**src/rtl/key_conditioner_pkg.sv**
```systemverilog
// Shared types and defaults for the push-button conditioner.
package key_pkg;

    typedef enum logic [1:0] {
        IDLE,
        DELAY,
        REPEAT
    } rep_state_t;

    localparam int DEF_NUM_KEYS     = 4;
    localparam int DEF_DEBOUNCE     = 4;
    localparam int DEF_REPEAT_DELAY = 10;
    localparam int DEF_REPEAT_RATE  = 3;

    // One width serves every per-channel counter: wide enough for the largest terminal value.
    function automatic int cnt_width(input int a, input int b, input int c);
        int m;
        m = a;
        if (b > m) m = b;
        if (c > m) m = c;
        return $clog2(m + 1);
    endfunction

endpackage

```
**src/rtl/key_conditioner_if.sv**
```systemverilog
// Key pins in, conditioned levels and pulses out.
interface key_conditioner_if #(
    parameter int NUM_KEYS = 4
);
    logic [NUM_KEYS-1:0] key_n;
    logic [NUM_KEYS-1:0] repeat_en;
    logic [NUM_KEYS-1:0] pressed;
    logic [NUM_KEYS-1:0] press_pulse;
    logic [NUM_KEYS-1:0] release_pulse;
    logic [NUM_KEYS-1:0] step_pulse;

    modport master (
        output key_n, repeat_en,
        input  pressed, press_pulse, release_pulse, step_pulse
    );

    modport slave (
        input  key_n, repeat_en,
        output pressed, press_pulse, release_pulse, step_pulse
    );
endinterface

```
**src/rtl/key_conditioner_channel.sv**
```systemverilog
// One key: synchroniser, debounce, and auto-repeat state machine.
module key_channel
    import key_pkg::*;
#(
    parameter int DEBOUNCE_CYCLES     = DEF_DEBOUNCE,
    parameter int REPEAT_DELAY_CYCLES = DEF_REPEAT_DELAY,
    parameter int REPEAT_RATE_CYCLES  = DEF_REPEAT_RATE
) (
    input  logic clk,
    input  logic reset,
    input  logic key_n,
    input  logic repeat_en,
    output logic pressed,
    output logic press_pulse,
    output logic release_pulse,
    output logic step_pulse
);
    localparam int CW = cnt_width(DEBOUNCE_CYCLES, REPEAT_DELAY_CYCLES, REPEAT_RATE_CYCLES);

    logic          sync1, sync2;
    logic          raw_pressed, rise, fall;
    logic [CW-1:0] db_cnt;
    logic [CW-1:0] rp_cnt, rp_cnt_d;
    logic          tick, tick_d;
    rep_state_t    state, state_d;

    assign raw_pressed = ~sync2;
    // Level flips on the first disagreeing sample after the counter has reached its terminal value.
    assign rise = raw_pressed && !pressed && (db_cnt == CW'(DEBOUNCE_CYCLES));
    assign fall = !raw_pressed && pressed && (db_cnt == CW'(DEBOUNCE_CYCLES));
    assign step_pulse = press_pulse | tick;

    always_ff @(posedge clk or posedge reset) begin
        if (reset) begin
            sync1         <= 1'b1;
            sync2         <= 1'b1;
            db_cnt        <= '0;
            pressed       <= 1'b0;
            press_pulse   <= 1'b0;
            release_pulse <= 1'b0;
            tick          <= 1'b0;
            rp_cnt        <= '0;
            state         <= IDLE;
        end else begin
            sync1         <= key_n;
            sync2         <= sync1;
            if (raw_pressed == pressed || rise || fall) db_cnt <= '0;
            else                                       db_cnt <= db_cnt + CW'(1);
            if (rise || fall) pressed <= ~pressed;
            press_pulse   <= rise;
            release_pulse <= fall;
            tick          <= tick_d;
            rp_cnt        <= rp_cnt_d;
            state         <= state_d;
        end
    end

    always_comb begin
        state_d  = state;
        rp_cnt_d = rp_cnt;
        tick_d   = 1'b0;
        unique case (state)
            IDLE: begin
                if (rise) begin
                    state_d  = DELAY;
                    rp_cnt_d = '0;
                end
            end
            DELAY: begin
                if (repeat_en) begin
                    if (rp_cnt == CW'(REPEAT_DELAY_CYCLES - 1)) begin
                        state_d  = REPEAT;
                        rp_cnt_d = '0;
                        tick_d   = 1'b1;
                    end else begin
                        rp_cnt_d = rp_cnt + CW'(1);
                    end
                end
            end
            REPEAT: begin
                if (repeat_en) begin
                    if (rp_cnt == CW'(REPEAT_RATE_CYCLES - 1)) begin
                        rp_cnt_d = '0;
                        tick_d   = 1'b1;
                    end else begin
                        rp_cnt_d = rp_cnt + CW'(1);
                    end
                end
            end
            default: state_d = IDLE;
        endcase
        // A release on the same edge as a due repeat swallows the repeat.
        if (fall) begin
            state_d  = IDLE;
            rp_cnt_d = '0;
            tick_d   = 1'b0;
        end
    end
endmodule

```
**src/rtl/key_conditioner.sv**
```systemverilog
// Array of independent key channels between the board pins and the clock controls.
module key_conditioner
    import key_pkg::*;
#(
    parameter int NUM_KEYS            = DEF_NUM_KEYS,
    parameter int DEBOUNCE_CYCLES     = DEF_DEBOUNCE,
    parameter int REPEAT_DELAY_CYCLES = DEF_REPEAT_DELAY,
    parameter int REPEAT_RATE_CYCLES  = DEF_REPEAT_RATE
) (
    input logic               clk,
    input logic               reset,
    key_conditioner_if.slave  bus
);
    for (genvar i = 0; i < NUM_KEYS; i++) begin : g_ch
        key_channel #(
            .DEBOUNCE_CYCLES     (DEBOUNCE_CYCLES),
            .REPEAT_DELAY_CYCLES (REPEAT_DELAY_CYCLES),
            .REPEAT_RATE_CYCLES  (REPEAT_RATE_CYCLES)
        ) u_ch (
            .clk           (clk),
            .reset         (reset),
            .key_n         (bus.key_n[i]),
            .repeat_en     (bus.repeat_en[i]),
            .pressed       (bus.pressed[i]),
            .press_pulse   (bus.press_pulse[i]),
            .release_pulse (bus.release_pulse[i]),
            .step_pulse    (bus.step_pulse[i])
        );
    end
endmodule

```
**src/flat_wrapper.sv**
```systemverilog
// flat-port wrapper written by rule: the top's interface ports become plain ports
module key_conditioner_flat import key_pkg::*;
#(
    parameter int NUM_KEYS            = DEF_NUM_KEYS,
    parameter int DEBOUNCE_CYCLES     = DEF_DEBOUNCE,
    parameter int REPEAT_DELAY_CYCLES = DEF_REPEAT_DELAY,
    parameter int REPEAT_RATE_CYCLES  = DEF_REPEAT_RATE
)
  (clk, reset, bus_key_n, bus_repeat_en, bus_pressed, bus_press_pulse, bus_release_pulse, bus_step_pulse);
  key_conditioner_if #(.NUM_KEYS(NUM_KEYS)) bus_i ();
  input logic clk;
  input logic reset;
  input wire logic [$bits(bus_i.key_n)-1:0] bus_key_n;
  input wire logic [$bits(bus_i.repeat_en)-1:0] bus_repeat_en;
  output wire logic [$bits(bus_i.pressed)-1:0] bus_pressed;
  output wire logic [$bits(bus_i.press_pulse)-1:0] bus_press_pulse;
  output wire logic [$bits(bus_i.release_pulse)-1:0] bus_release_pulse;
  output wire logic [$bits(bus_i.step_pulse)-1:0] bus_step_pulse;
  assign bus_i.key_n = bus_key_n;
  assign bus_i.repeat_en = bus_repeat_en;
  assign bus_pressed = bus_i.pressed;
  assign bus_press_pulse = bus_i.press_pulse;
  assign bus_release_pulse = bus_i.release_pulse;
  assign bus_step_pulse = bus_i.step_pulse;
  key_conditioner #(.NUM_KEYS(NUM_KEYS), .DEBOUNCE_CYCLES(DEBOUNCE_CYCLES), .REPEAT_DELAY_CYCLES(REPEAT_DELAY_CYCLES), .REPEAT_RATE_CYCLES(REPEAT_RATE_CYCLES)) u_core (.clk(clk), .reset(reset), .bus(bus_i));
endmodule
```
**config.mk**
```make
export PLATFORM = sky130hd
export DESIGN_NAME = key_conditioner_flat
export DESIGN_NICKNAME = d
export VERILOG_FILES = /design/src/rtl/key_conditioner_pkg.sv /design/src/rtl/key_conditioner_if.sv /design/src/rtl/key_conditioner_channel.sv /design/src/rtl/key_conditioner.sv /design/src/flat_wrapper.sv
export SDC_FILE = /design/constraint.sdc
export NUM_CORES = 1
export LEC_CHECK = 0
export CORE_UTILIZATION = 30
export DETAILED_ROUTE_END_ITERATION = 7
export HOLD_SLACK_MARGIN = 0.02
export PLACE_DENSITY_LB_ADDON = 0.1
export SYNTH_ARGS = -nofsm -noshare
export SYNTH_HDL_FRONTEND = slang
export SYNTH_HIERARCHICAL = 1
export SYNTH_SLANG_ARGS = --single-unit
```
**constraint.sdc**
```tcl
create_clock -name clk -period 2.75 [get_ports clk]
set_input_delay 0.6875 -clock clk [delete_from_list [all_inputs] [get_ports clk]]
set_output_delay 0.6875 -clock clk [all_outputs]
set_load 0.02 [all_outputs]
```
== Yosys cells after proc, flatten, opt, wreduce, memory -nomap -nowiden ==
Cells that the tools add are included.
W data, S select, Z words.

* Input bits: 10
* Bits in registers: 64
* Output and inout bits: 16
* Word-level logic and storage cells: 224

* Reductions and logical operators: 48
* Bitwise logic cells: 12
* Equality and inequality tests: 44
* $add $sub $neg: 8
* Muxes and demuxes: 76

{| class="wikitable"
|+ Operators with widths
! cell !! number
|-
| $mux W4 || 28
|-
| $ne A3 B3 Y1 const B || 16
|-
| $pmux W4 S3 || 4
|-
| $add A4 B1 Y4 const B || 8
|-
| $mux W2 || 16
|-
| $reduce_and A4 Y1 || 8
|-
| $pmux W2 S3 || 4
|-
| $mux W1 || 20
|-
| $eq A4 B2 Y1 const B || 4
|-
| $eq A4 B3 Y1 const B || 4
|-
| $eq A4 B4 Y1 const B || 4
|-
| $logic_and A1 B1 Y1 || 16
|-
| $reduce_bool A4 Y1 || 4
|-
| $logic_or A1 B1 Y1 || 12
|-
| $eq A2 B1 Y1 const B || 4
|-
| $eq A2 B2 Y1 const B || 4
|-
| $logic_not A2 Y1 || 4
|-
| $ne A2 B2 Y1 const B || 4
|-
| $not A1 Y1 || 8
|-
| $pmux W1 S2 || 4
|-
| $eq A1 B1 Y1 || 4
|-
| $logic_not A1 Y1 || 4
|-
| $or A1 B1 Y1 || 4
|}

== Depth between registers and ports, before layout ==
* Depth in word-level cells: 6
* Mapped depth: 7
* Depth with buffers taken out: 7

== Cells and area by module ==
Netlist, hierarchy kept.

{| class="wikitable"
|+ Modules (own cells, without submodules)
! module !! area each (µm²) !! sequential area each (µm²) !! times used !! cells each
|-
| key_channel at u_core.g_ch[1].u_ch ... || 864.6 || 402.9 || 3 || 88
|-
| key_channel at u_core.g_ch[0].u_ch || 863.3 || 402.9 || 1 || 87
|}

== Worst setup path before layout ==
No wires, ideal clock.

* Kind: input -> register
* Start point: in bus_repeat_en[0]
* End point: reg u_core.g_ch[0].u_ch.state[0]
* Path buffers: 0
* Slack: 1.032 ns
* Required time: 2.629 ns
* Stages on the path: 5
* Arrival time: 1.597 ns
* Library setup time: 0.121 ns
* Cell sequence: inv_1 or4_4 a21oi_2 a21oi_1 a22o_1

* Cells in the longest elaborated chain, start to end: 2

{| class="wikitable"
|+ Ends and longest elaborated chain
! what !! RTL line !! RTL
|-
| start: declaration || flat_wrapper.sv:14 || <nowiki>input wire logic [$bits(bus_i.repeat_en)-1:0] bus_repeat_en;</nowiki>
|-
| $ne A3 B3 Y1 (no line) || -- ||
|-
| $reduce_and A4 Y1 (no line) || -- ||
|-
| end signal: assignment || key_conditioner_channel.sv:54 || <nowiki>state <= state_d;</nowiki>
|-
| end: declaration || key_conditioner_channel.sv:25 || <nowiki>rep_state_t state, state_d;</nowiki>
|}

Every way passes these cells.
A chain may end at the register's enable or synchronous reset.

== Worst setup path in the final report ==
* Start point: reg u_core.g_ch[0].u_ch.tick
* End point: out bus_step_pulse[0]

* Cells in the longest elaborated chain, start to end: 1

{| class="wikitable"
|+ Ends and longest elaborated chain
! what !! RTL line !! RTL
|-
| start: declaration || key_conditioner_channel.sv:24 || <nowiki>logic tick, tick_d;</nowiki>
|-
| start signal: assignment || key_conditioner_channel.sv:52 || <nowiki>tick <= tick_d;</nowiki>
|-
| $or A1 B1 Y1 || key_conditioner_channel.sv:31 || <nowiki>assign step_pulse = press_pulse | tick;</nowiki>
|-
| end: declaration || flat_wrapper.sv:18 || <nowiki>output wire logic [$bits(bus_i.step_pulse)-1:0] bus_step_pulse;</nowiki>
|}

Every way passes these cells.

==> flow_metrics.tcl <==
set metrics [dict create \
    status "completed" \
    crit_fanout 1 \
    crit_required_ps 2060 \
    ant_nets 0 \
    combPwrFrac_pct 38.3 \
    fillers 1101 \
    antenna_found_initial 0 \
    p_sw_share_pct 37.67 \
    cts_setup_buffers 0 \
    power_mw 4.379 \
    grt_pass1_vias 2478 \
    cts_made_buffers 9 \
    peakVddDrop_uv 443.7 \
    ys.warnings.count 6 \
    setup_viol 0 \
    vias 2604 \
    drcViolationCount 0 \
    insertion_delay_ps 340 \
    wire_per_inst_um 12.41 \
    timing.critical_path.from_type "flip-flop" \
    row_count 38 \
    cts_buffer_depth 2 \
    grt_pass1_wl_mm 11.59 \
    gr-usage-all-layers_pct 12.69 \
    synth-edff-count 0 \
    postSynthCellCount 351 \
    slew_headroom_pct 56.79 \
    port_buffers 25 \
    synth_cell_types 45 \
    rsz0062_at_grt "false" \
    cts_tree "yes" \
    yosys.area_share.adder_pct 8.686 \
    clock.fmax_ghz 0.4564 \
    synthXorXnorAreaFrac_pct 2.027 \
    ys_seq_area_share_pct 46.62 \
    die_width_um 109.3 \
    wl_mm 6.603 \
    synthFlopType "dfrtp_1" \
    io_pins 26 \
    p_leak_nw 1.915 \
    internal_power_mw 2.730 \
    fin_setup_tns_ps 0 \
    holdBufCountCts 0 \
    hold_viol_final 0 \
    initial_core_util_pct 31.34 \
    gp_congestion 0.7368 \
    synth_area_mm2 0.003457 \
    synth_top_family_by_area "simple AND/OR/NAND/NOR gates" \
    max_cap_viol_count 0 \
    hpwl_mm 4.753 \
    maxSlewViolCount 0 \
    antenna_cells 0 \
    hp-class "reg -> reg" \
    ctsResizeCount 0 \
    firstDrtPassIters 5 \
    async_flop_share_pct 100.0 \
    synth.area.mux_share_pct 1.158 \
    clkTransAtPathRegs_ps 60 \
    via_per_inst 4.895 \
    synth_compound_area_share_pct 16.11 \
    p_switching_mw 1.650 \
    die_y_um 109.3 \
    clockRootBuffer "clkbuf_16" \
    synth-seq-cells 64 \
    dieArea_mm2 0.01196 \
    seq_power_share_pct 32.8 \
    fin_crit_ps 2191 \
    grt_overflow 0 \
    clock_sinks 64 \
    core_area_mm2 0.01103 \
    critPathKind "reg -> out" \
    power_density_mw_per_mm2 1040 \
    worstSetupEndpointType "primary output" \
    clockPowerShare_pct 29.0 \
    area_delta_synth_final_pct 21.86 \
    worstMarginPinSlew_ps 647.4 \
    cts_max_level 3 \
    first_iter_violations 82 \
    drive_gt1_share_pct 11.48 \
    clock_skew_ps 11.66 \
    nets 421 \
    timing.final.crit_share_pct 79.68 \
    syn_nets 385 \
    synthSimpleGateAreaFrac_pct 20.74 \
    grt_max_degree 17 \
    syn_avg_cell_area_um2 9.849 \
    critPathArrivalTime_ps 1500 \
]
-- layout make-up --
cell class              count  area (um^2)  share of cell area [%]
clock buffers              10        239.0                   5.673
clock inverters             6        91.34                   2.168
inverters                  43        161.4                   3.831
multi-input cells         244         1684                   39.98
flip-flops and latches     64         1612                   38.25
well taps                 140        175.2                   4.158
repair buffers             25        250.2                   5.940
-- path summary, 6_finish.rpt --
| kind | startpoint | to | slack, ps | depth (start not counted) |
|---|---|---|---|---|
| setup / recovery | u_core/g_ch[0].u_ch/tick$_DFF_PP0_ | bus_step_pulse[0] | 560 | 2 |
| hold / removal | u_core/g_ch[1].u_ch/sync1$_DFF_PP1_ | u_core/g_ch[1].u_ch/sync2$_DFF_PP1_ | 360 | 0 |
| hold reg to reg | u_core/g_ch[1].u_ch/sync1$_DFF_PP1_ | u_core/g_ch[1].u_ch/sync2$_DFF_PP1_ | 360 | 0 |
| setup reg to reg | u_core/g_ch[0].u_ch/state[0]$_DFFE_PP0P_ | u_core/g_ch[0].u_ch/rp_cnt[2]$_DFFE_PP0P_ | 860 | 6 |
| max in group asynchronous | reset | u_core/g_ch[3].u_ch/state[0]$_DFFE_PP0P_ | 1450 | 2 |
| min in group asynchronous | reset | u_core/g_ch[2].u_ch/rp_cnt[1]$_DFFE_PP0P_ | 860 | 2 |
-- sequential cells by signal (all words and copies together) (netlist names) --
signal and count:
u_core/g_ch.u_ch/db_cnt 16, u_core/g_ch.u_ch/rp_cnt 16, u_core/g_ch.u_ch/state 8, u_core/g_ch.u_ch/press_pulse 4
u_core/g_ch.u_ch/pressed 4, u_core/g_ch.u_ch/release_pulse 4, u_core/g_ch.u_ch/sync1 4, u_core/g_ch.u_ch/sync2 4
u_core/g_ch.u_ch/tick 4
-- power groups by stage --
| stage | clock (mW) | sequential, mW | combinational (mW) |
|---|---|---|---|
| 3_5_place_dp | 0 | 1.45 | 1.68 |
| 4_1_cts | 1.31 | 1.43 | 1.69 |
| 3_3_place_gp | 0 | 1.45 | 1.67 |
| 6_report | 1.27 | 1.43 | 1.68 |
| 2_1_floorplan | 0 | 1.43 | 1.27 |
| 5_1_grt | 1.34 | 1.48 | 1.93 |
-- cells in the mapped netlist, types with 4 or more instances --
cell type / count / area (um^2)
o221ai_1: 5 / 43.79
dfstp_2: 8 / 210.2
xnor2_1: 4 / 35.03
nor2_1: 40 / 150.1
o21a_1: 4 / 30.03
a21oi_2: 7 / 61.31
nor3_1: 17 / 85.08
nand2_1: 19 / 71.32
nand3b_1: 7 / 52.55
dfrtp_1: 56 / 1401
inv_1: 42 / 157.7
a21oi_1: 11 / 55.05
a22o_1: 9 / 78.83
or2_2: 4 / 25.02
xor2_1: 4 / 35.03
nand2b_1: 5 / 31.28
nand4_1: 4 / 25.02
o21ai_0: 14 / 70.07
nand3_1: 12 / 60.06
ha_1: 24 / 300.3
mux2i_1: 4 / 40.04
-- stage by stage --
step	util, %	hold WS, ps	instances	setup WS, ps	cell area (um^2)
after CTS	38.19	356.1	532	530.3	4213
after global placement	35.20	346.7	516	451.1	3882
after global routing	38.19	361.0	532	497.9	4213
final	38.19	355.1	532	558.9	4213
after detailed placement	35.20	347.9	516	413.4	3882
after floorplan	-	345.2	351	1032	3457
-- layer usage --
metal | vias up | wire (um) | GRT usage, %
met5 | - | 0 | 0
met4 | 0 | 133 | 6.381
met3 | 12 | 200 | 3.853
met2 | 30 | 3021 | 19.77
met1 | 1262 | 3248 | 15.90
li1 | 1300 | - | -
-- cell families (layout without fill, tap and decap cells) --
kind of cell / Yosys count / in the layout
AO/OA/AOI/OAI: 76 / 76
AND/OR/NAND/NOR: 132 / 132
adder cells (fa/ha/maj): 24 / 24
buffers and inverters: 43 / 84
flip-flops: 64 / 64
XOR/XNOR: 8 / 8
multiplexers: 4 / 4
-- critical path: stages (launching register included) --
cell and delay (ps):
dfrtp_1 360, or2_2 280, clkdlybuf4s50_1 540
-- cell usage in the layout (no fill, tap or decap), types with 8 or more instances in the layout --
cell type,Yosys,layout
dfstp_2,8,8
ha_1,24,24
nor3_1,17,17
o21ai_0,14,14
a22o_1,9,9
inv_1,42,42
a21oi_1,11,11
nand2_1,19,19
nand3_1,12,12
clkbuf_16,0,9
nor2_1,40,40
dfrtp_1,56,56
clkdlybuf4s50_1,0,25
No activity file was read; power rests on OpenSTA's default activity.
